===== src/rtl/bias_arb_pkg.sv =====
// Shared constants and types for the bias SRAM arbiter.
// Optional feature macro: BIAS_ARB_RR_EN (see bias_arb_pick).
package bias_arb_pkg;

  localparam int BIAS_ADDR_BITS = 9;
  localparam int BIAS_DATA_W    = 32;

  // SRAM pin levels when no access (CEN) or when reading (WEN); both active-low pins.
  localparam logic CEN_OFF  = 1'b1;
  localparam logic WEN_READ = 1'b1;

  typedef enum logic [1:0] {
    NONE = 2'd0,
    WR   = 2'd1,
    RD   = 2'd2
  } gnt_src_e;

endpackage


===== src/rtl/bias_arb_pick.sv =====
// Grant decision for the bias SRAM: write priority with a read starvation bound,
// or (BIAS_ARB_RR_EN defined) round-robin alternation on simultaneous requests.
module bias_arb_pick
  import bias_arb_pkg::*;
#(
  parameter int STARVE_MAX = 4
) (
  input  logic     clk,
  input  logic     reset,
  input  logic     wr_req,
  input  logic     rd_req,
  output gnt_src_e gnt_src,
  output logic     starve_hit
);

`ifdef BIAS_ARB_RR_EN

  logic last_rd_d;
  logic last_rd_q;

  // Alternate on contention; the pointer remembers which side won last.
  always_comb begin
    gnt_src   = NONE;
    last_rd_d = last_rd_q;
    if (reset) begin
      gnt_src = NONE;
    end else if (wr_req && rd_req) begin
      if (last_rd_q) begin
        gnt_src   = WR;
        last_rd_d = 1'b0;
      end else begin
        gnt_src   = RD;
        last_rd_d = 1'b1;
      end
    end else if (wr_req) begin
      gnt_src   = WR;
      last_rd_d = 1'b0;
    end else if (rd_req) begin
      gnt_src   = RD;
      last_rd_d = 1'b1;
    end else begin
      gnt_src = NONE;
    end
  end

  // Reset to "read went last" so the writer wins the first contention.
  always_ff @(posedge clk) begin
    if (reset) begin
      last_rd_q <= 1'b1;
    end else begin
      last_rd_q <= last_rd_d;
    end
  end

  assign starve_hit = 1'b0;

`else

  localparam logic [3:0] STARVE_LIM = 4'(STARVE_MAX);

  logic [3:0] starve_cnt_d;
  logic [3:0] starve_cnt_q;

  // Writer wins contention until the waiting read has lost STARVE_MAX times in a row.
  always_comb begin
    gnt_src      = NONE;
    starve_hit   = 1'b0;
    starve_cnt_d = 4'd0;
    if (reset) begin
      gnt_src = NONE;
    end else if (wr_req && rd_req) begin
      if (starve_cnt_q >= STARVE_LIM) begin
        gnt_src    = RD;
        starve_hit = 1'b1;
      end else begin
        gnt_src      = WR;
        starve_cnt_d = starve_cnt_q + 4'd1;
      end
    end else if (wr_req) begin
      gnt_src = WR;
    end else if (rd_req) begin
      gnt_src = RD;
    end else begin
      gnt_src = NONE;
    end
  end

  // Starvation count register.
  always_ff @(posedge clk) begin
    if (reset) begin
      starve_cnt_q <= 4'd0;
    end else begin
      starve_cnt_q <= starve_cnt_d;
    end
  end

`endif

endmodule


===== src/rtl/bias_sram_arb.sv =====
// Bias SRAM arbiter top: registered SRAM pins and a 2-stage read-tag pipeline.
// Build option: define BIAS_ARB_RR_EN for round-robin arbitration.
module bias_sram_arb
  import bias_arb_pkg::*;
#(
  parameter int ADDR_BITS  = BIAS_ADDR_BITS,
  parameter int DATA_W     = BIAS_DATA_W,
  parameter int STARVE_MAX = 4
) (
  input  logic                 clk,
  input  logic                 reset,
  input  logic                 wr_req,
  input  logic [ADDR_BITS-1:0] wr_addr,
  input  logic [DATA_W-1:0]    wr_din,
  output logic                 wr_gnt,
  input  logic                 rd_req,
  input  logic [ADDR_BITS-1:0] rd_addr,
  output logic                 rd_gnt,
  output logic                 rd_valid,
  output logic [DATA_W-1:0]    rd_dout,
  output logic                 cen_bias,
  output logic                 wen_bias,
  output logic [ADDR_BITS-1:0] addr_bias,
  output logic [DATA_W-1:0]    din_bias,
  input  logic [DATA_W-1:0]    q_bias,
  output logic                 starve_hit
);

  gnt_src_e gnt_src;

  logic                 cen_d,  cen_q;
  logic                 wen_d,  wen_q;
  logic [ADDR_BITS-1:0] addr_d, addr_q;
  logic [DATA_W-1:0]    din_d,  din_q;
  logic [1:0]           tag_d,  tag_q;

  bias_arb_pick #(
    .STARVE_MAX (STARVE_MAX)
  ) u_pick (
    .clk        (clk),
    .reset      (reset),
    .wr_req     (wr_req),
    .rd_req     (rd_req),
    .gnt_src    (gnt_src),
    .starve_hit (starve_hit)
  );

  assign wr_gnt = (gnt_src == WR);
  assign rd_gnt = (gnt_src == RD);

  // Next SRAM pin values from this cycle's grant; address/data hold when idle.
  always_comb begin
    cen_d  = CEN_OFF;
    wen_d  = WEN_READ;
    addr_d = addr_q;
    din_d  = din_q;
    case (gnt_src)
      WR: begin
        cen_d  = 1'b0;
        wen_d  = 1'b0;
        addr_d = wr_addr;
        din_d  = wr_din;
      end
      RD: begin
        cen_d  = 1'b0;
        wen_d  = WEN_READ;
        addr_d = rd_addr;
      end
      NONE: begin
        cen_d = CEN_OFF;
        wen_d = WEN_READ;
      end
      default: begin
        cen_d = CEN_OFF;
        wen_d = WEN_READ;
      end
    endcase
    tag_d = {tag_q[0], rd_gnt};
  end

  // SRAM pin and read-tag registers; reset drops any read still in flight.
  always_ff @(posedge clk) begin
    if (reset) begin
      cen_q  <= CEN_OFF;
      wen_q  <= WEN_READ;
      addr_q <= '0;
      din_q  <= '0;
      tag_q  <= 2'b00;
    end else begin
      cen_q  <= cen_d;
      wen_q  <= wen_d;
      addr_q <= addr_d;
      din_q  <= din_d;
      tag_q  <= tag_d;
    end
  end

  assign cen_bias  = cen_q;
  assign wen_bias  = wen_q;
  assign addr_bias = addr_q;
  assign din_bias  = din_q;
  assign rd_valid  = tag_q[1];
  // SRAM output is already registered inside the macro; pass it straight through.
  assign rd_dout   = q_bias;

endmodule


===== config.mk =====
export PLATFORM = sky130hd
export DESIGN_NAME = bias_sram_arb
export DESIGN_NICKNAME = d
export VERILOG_FILES = /design/src/rtl/bias_arb_pkg.sv /design/src/rtl/bias_arb_pick.sv /design/src/rtl/bias_sram_arb.sv
export SDC_FILE = /design/constraint.sdc
export NUM_CORES = 1
export LEC_CHECK = 0
export ABC_AREA = 1
export ABC_CLOCK_PERIOD_IN_PS = 1800
export CAP_MARGIN = 20
export CORE_MARGIN = 4
export CORE_UTILIZATION = 33
export DETAILED_ROUTE_END_ITERATION = 10
export PLACE_DENSITY = 0.8
export SLEW_MARGIN = 25
export SYNTH_ARGS = -nofsm -noshare
export SYNTH_HDL_FRONTEND = slang
export SYNTH_HIERARCHICAL = 1
export SYNTH_SLANG_ARGS = --single-unit

===== constraint.sdc =====
create_clock -name clk -period 1.8 [get_ports clk]
set_clock_uncertainty 0.05 [all_clocks]
set_input_delay 0.36 -clock clk [delete_from_list [all_inputs] [get_ports clk]]
set_output_delay 0.36 -clock clk [all_outputs]
set_load 0.01 [all_outputs]

=== Yosys cells after proc, flatten, opt, wreduce, memory -nomap -nowiden ===
Cells that the tools add are included.

* Register bits after elaboration: 49
* Bits of input ports: 86
* Output and inout port bits: 79
* Logic and storage cells: 26

* $add $sub $neg: 1
* Magnitude comparators: 1
* Equality and inequality tests: 2
* Muxes and demuxes: 11
* Bitwise logic cells: 1
* Reductions and logical operators: 4

{| class="wikitable"
|+ Operators by type and width
! cell !! number
|-
| $pmux 9 s2 || 1
|-
| $mux 2 || 5
|-
| $mux 1 || 5
|-
| $add 4x1->4 const B || 1
|-
| $ge 4x3->1 const B || 1
|-
| $reduce_or 3->1 || 1
|-
| $eq 2x1->1 const B || 1
|-
| $eq 2x2->1 const B || 1
|-
| $reduce_bool 2->1 || 1
|-
| $reduce_or 2->1 || 1
|-
| $logic_and 1x1->1 || 1
|-
| $not 1->1 || 1
|}

=== Logic depth before layout (Yosys ltp) ===
* Word-level depth: 7
* Depth in mapped cells: 10
* Depth with buffers taken out: 9

=== By module ===
Netlist, hierarchy kept.

{| class="wikitable"
|+ By module, submodules not included
! module !! instances !! cells each !! area each (µm²) !! seq. area each (µm²)
|-
| bias_sram_arb || 1 || 262 || 1956.9 || 900.9
|-
| bias_arb_pick || 1 || 23 || 175.2 || 80.1
|}

=== Worst setup path before layout ===
OpenSTA, ideal clock, no wires.

* Path type: register to register
* From: register u_pick.starve_cnt_q[3]
* To: register addr_q[5] (netlist: addr_bias[5])
* Setup time: 0.113 ns
* Data arrival time: 1.372 ns
* Required time: 1.637 ns
* Path slack: 0.265 ns
* Stages on the path, launching flop included: 11
* Buffers on the path: 1
* Period minus slack after synthesis: 1.535 ns
* Cell sequence: dfxtp_1 -> nor2_4 -> nor2_1 -> nor2_1 -> inv_1 -> ha_1 -> buf_2 -> inv_2 -> nand2_1 -> nand3_1 -> nand2_1

* Cells in the longest elaborated chain, start to end: 6
* Elaborated cells between the ends (all ways): 8
* Those cells by class: order compare (1); eq/ne (2); mux (4); reduce/logical (1)

{| class="wikitable"
|+ RTL lines
! element !! RTL line !! RTL
|-
| from (decl) || bias_arb_pick.sv:62 || <nowiki>logic [3:0] starve_cnt_q;</nowiki>
|-
| from (signal assigned) || bias_arb_pick.sv:93 || <nowiki>starve_cnt_q <= starve_cnt_d;</nowiki>
|-
| $ge 4x3->1 (*) || bias_arb_pick.sv:72 || <nowiki>if (starve_cnt_q >= STARVE_LIM) begin</nowiki>
|-
| $mux 2 (*) || bias_arb_pick.sv:72 ||
|-
| $mux 2 (*) || bias_arb_pick.sv:71 || <nowiki>end else if (wr_req && rd_req) begin</nowiki>
|-
| $mux 2 (*) || bias_arb_pick.sv:69 || <nowiki>if (reset) begin</nowiki>
|-
| named net gnt_src[0] || bias_sram_arb.sv:29 || <nowiki>gnt_src_e gnt_src;</nowiki>
|-
| $eq 2x2->1 (*) || -- ||
|-
| named net rd_gnt || bias_sram_arb.sv:18 || <nowiki>output logic rd_gnt,</nowiki>
|-
| $pmux 9 s2 or $reduce_bool 2->1 (tied branches) || -- ||
|-
| to (signal assigned) || bias_sram_arb.sv:92 || <nowiki>addr_q <= addr_d;</nowiki>
|-
| to (decl) || bias_sram_arb.sv:33 || <nowiki>logic [ADDR_BITS-1:0] addr_d, addr_q;</nowiki>
|}

Mark *: on every way through the listed nets, which the timed path passes. The rest lies on a longest branch.
A chain may end at the register's enable or synchronous reset.

=== Worst setup path in the final report ===
* From: register u_pick.starve_cnt_q[2]
* To: output wr_gnt

* Cells in the longest elaborated chain, start to end: 5

{| class="wikitable"
|+ RTL lines
! element !! RTL line !! RTL
|-
| $ge 4x3->1 || bias_arb_pick.sv:72 ||
|-
| $mux 2 || bias_arb_pick.sv:72 ||
|-
| $mux 2 || bias_arb_pick.sv:71 ||
|-
| $mux 2 || bias_arb_pick.sv:69 ||
|-
| named net gnt_src[0] || bias_sram_arb.sv:29 ||
|-
| $eq 2x1->1 || bias_sram_arb.sv:48 || <nowiki>assign wr_gnt = (gnt_src == WR);</nowiki>
|-
| to (decl) || bias_sram_arb.sv:15 || <nowiki>output logic wr_gnt,</nowiki>
|}

The timed path passes the listed nets, and every way through them passes these cells.

==> reports/results.ini <==
[clock_network]
cts_tree = done
cts_htree_levels = 2
cts_root_buffer = clkbuf_8
clock_latency_ns = 0.29
cts.sinks = 49
cts_buffers = 5
clockBufferDepth = 2
cts.clk_slew.worst_paths_ns = 0.09
hold_buffers = 0

[floorplanning]
ios = 165
dieArea_um2 = 7810
fp.dieW_um = 88.4
num_rows = 29
initial_core_util = 0.338
fp.dieH_um = 88.4
core_area_um2 = 6310

[placement]
globalplace.congestion = 0.797
io_buffer_count = 100
dp_hpwl_um = 3980

[synth]
yosysWarnings = 6
synth_cell_type_count = 18
postSynthCellCount = 285
synth_nets = 375
synth_area_per_cell_um2 = 7.48
syn_area_um2 = 2130
ys_ff_latch = 49
ys_seq_area_frac = 0.460

[critical_path]
cp.depth = 6
critPathSlowestCell = dfxtp_2
reg2reg_slack_ns = 0.08
path_class = flip-flop to output pin
required_ns = 1.39
startpoint_type = flip-flop
crit_buf_inv = 2
cp-end-kind = output pin
crit_fanout = 4
cpPeakStageDelay_ns = 0.33
crit_path_frequent_cell = nor2_2
crit_path_cell_trace = nor2_4 > nor2_2 > nor2_2 > buf_4 > ha_1 > buf_2
critical_path.startpoint = u_pick/starve_cnt_q[2]$_SDFF_PP0_
worstPathArrival_ns = 1.32
path_delay_family = flip-flops
r2r-start = u_pick/starve_cnt_q[2]$_SDFF_PP0_
reg2reg_depth = 11

[route]
routedWlPerCell_um = 11.7
drt_iter0_markers = 35
viasPerCell = 4.32
detail_route.wirelength_um = 5200
vias = 1919
dr.pass1.iters = 4
final_antenna_net_count = 0
route.detailed.drc = 0

[final_layout]
n_fill_cell = 592
post-route-util = 0.517
final_nets = 456
syn2layout_area_growth_pct = 53.1
final_cell_mix = 94 x clkdlybuf4s50_1, 67 x nor2_1, 47 x dfxtp_1, 40 x nand2_1, 27 x inv_1
layout_commonest_cell = clkdlybuf4s50_1
diodes = 0
regArea_um2 = 983
multi_input_area_um2 = 741
drive_gt1_frac = 0.117

[hold_path]
hp-class = flip-flop to flip-flop
worstHoldStart = tag_q[0]$_SDFF_PP0_
min_path_cells = 2

[pwr]
p_per_area_nw_per_um2 = 795
total_leakage_power_nw = 1.47
peakVddDrop_uv = 369

[sta]
final-hold-violation-count = 0
rsz0062_at_grt = true
report.final.slew_viol_count = 0
min_period_ns = 1.73
tns_ns = 0
finalCritPeriodShare = 0.960
fmax_ghz = 0.579
final-setup-viol-count = 0

[global_routing]
antenna_found_initial = 0
grt_pass1_wl_um = 8180
grt_busiest_layer = met2
gr-total-overflow = 0
grt_use_met2 = 0.232
gr-usage-met1 = 0.130
grt_use_met3 = 0.0736
grt_use_total = 0.133
first_global_vias = 1845
grt_max_degree = 34

[status]
status = completed

[run]
drv_cap = 0

-- area by class of cell --
type                       count  share of cell area
clock buffer                   5              0.0211
clock inverter                 3              0.0211
inverter                      30              0.0345
multi-input combinational    164               0.227
sequential                    49               0.301
tap                           77              0.0295
timing repair buffer         116               0.366
-- power breakdown --
part,internal [mW],switching [mW],total (mW)
Combinational,0.297,0.197,0.493
Clock,0.559,0.360,0.919
Sequential,1.15,0.0320,1.18
Total,2.01,0.588,2.60
-- registers in the layout, summed over array words and instances, names as in the netlist --
signal / flops
tag_q: 2
addr_bias: 9
wen_bias: 1
u_pick/starve_cnt_q: 4
cen_bias: 1
din_bias: 32
-- synthesized netlist by cell type --
cell / number / area (um^2)
inv_1: 27 / 101
nand3_1: 9 / 45.0
nor2_1: 71 / 267
nand2_2: 1 / 6.26
inv_2: 3 / 11.3
ha_1: 4 / 50.1
conb_1: 1 / 3.75
nor3_1: 1 / 5.00
o21ai_1: 15 / 75.1
nor2_4: 1 / 11.3
buf_2: 4 / 20.0
dfxtp_1: 49 / 981
o21ai_0: 17 / 85.1
buf_6: 3 / 33.8
nand2_1: 40 / 150
buf_4: 35 / 263
nor2_2: 3 / 18.8
a21oi_1: 1 / 5.00
-- path summary, 6_finish.rpt --
check	to
worst min register to register	tag_q[1]$_SDFF_PP0_
worst max-delay path	wr_gnt
worst max register to register	din_bias[30]$_SDFFE_PP0N_
worst min-delay path	tag_q[1]$_SDFF_PP0_
-- through the flow --
stage                     area [um^2]  total power, mW  setup WS [ns]  instances  hold slack, ns
after CTS                        3230             2.64        0.00474        442           0.371
after global placement           3100             1.69         -0.438        433           0.354
final                            3260             2.60         0.0725        444           0.365
after global routing             3260             2.74        -0.0186        444           0.398
after floorplan                  2130             1.45          0.265        285           0.338
after detailed placement         3100             1.70         -0.498        433           0.358
-- worst register-to-register path, delay by kind of cell, from the launching register on --
kind          cells  cell delay (ns)
buf+inv           5             0.56
fa+ha+maj         1             0.18
flops             1             0.33
simple gates      5             0.49
-- kinds of logic after synthesis --
group	share of synthesized area
AOI/OAI and AO/OA	0.0775
and+or+nand+nor	0.236
other	0.00176
DFF	0.460
adders and majority gates	0.0235
buffers and inverters	0.201
-- repair_timing --
item / CTS / global route
setup endpoints to repair: 44 / 41
gates resized for setup: 14 / 7
cloned: 0 / 0
buffers inserted: 1 / 2
pin swaps: 1 / 2
-- metal layers --
| layer | vias to the layer above | part of all wire |
|---|---|---|
| met5 | - | 0 |
| met4 | 0 | 0.021 |
| li1 | 995 | - |
| met1 | 825 | 0.38 |
| met3 | 18 | 0.13 |
| met2 | 81 | 0.47 |
Note: power is estimated with default switching activity, not from simulation.
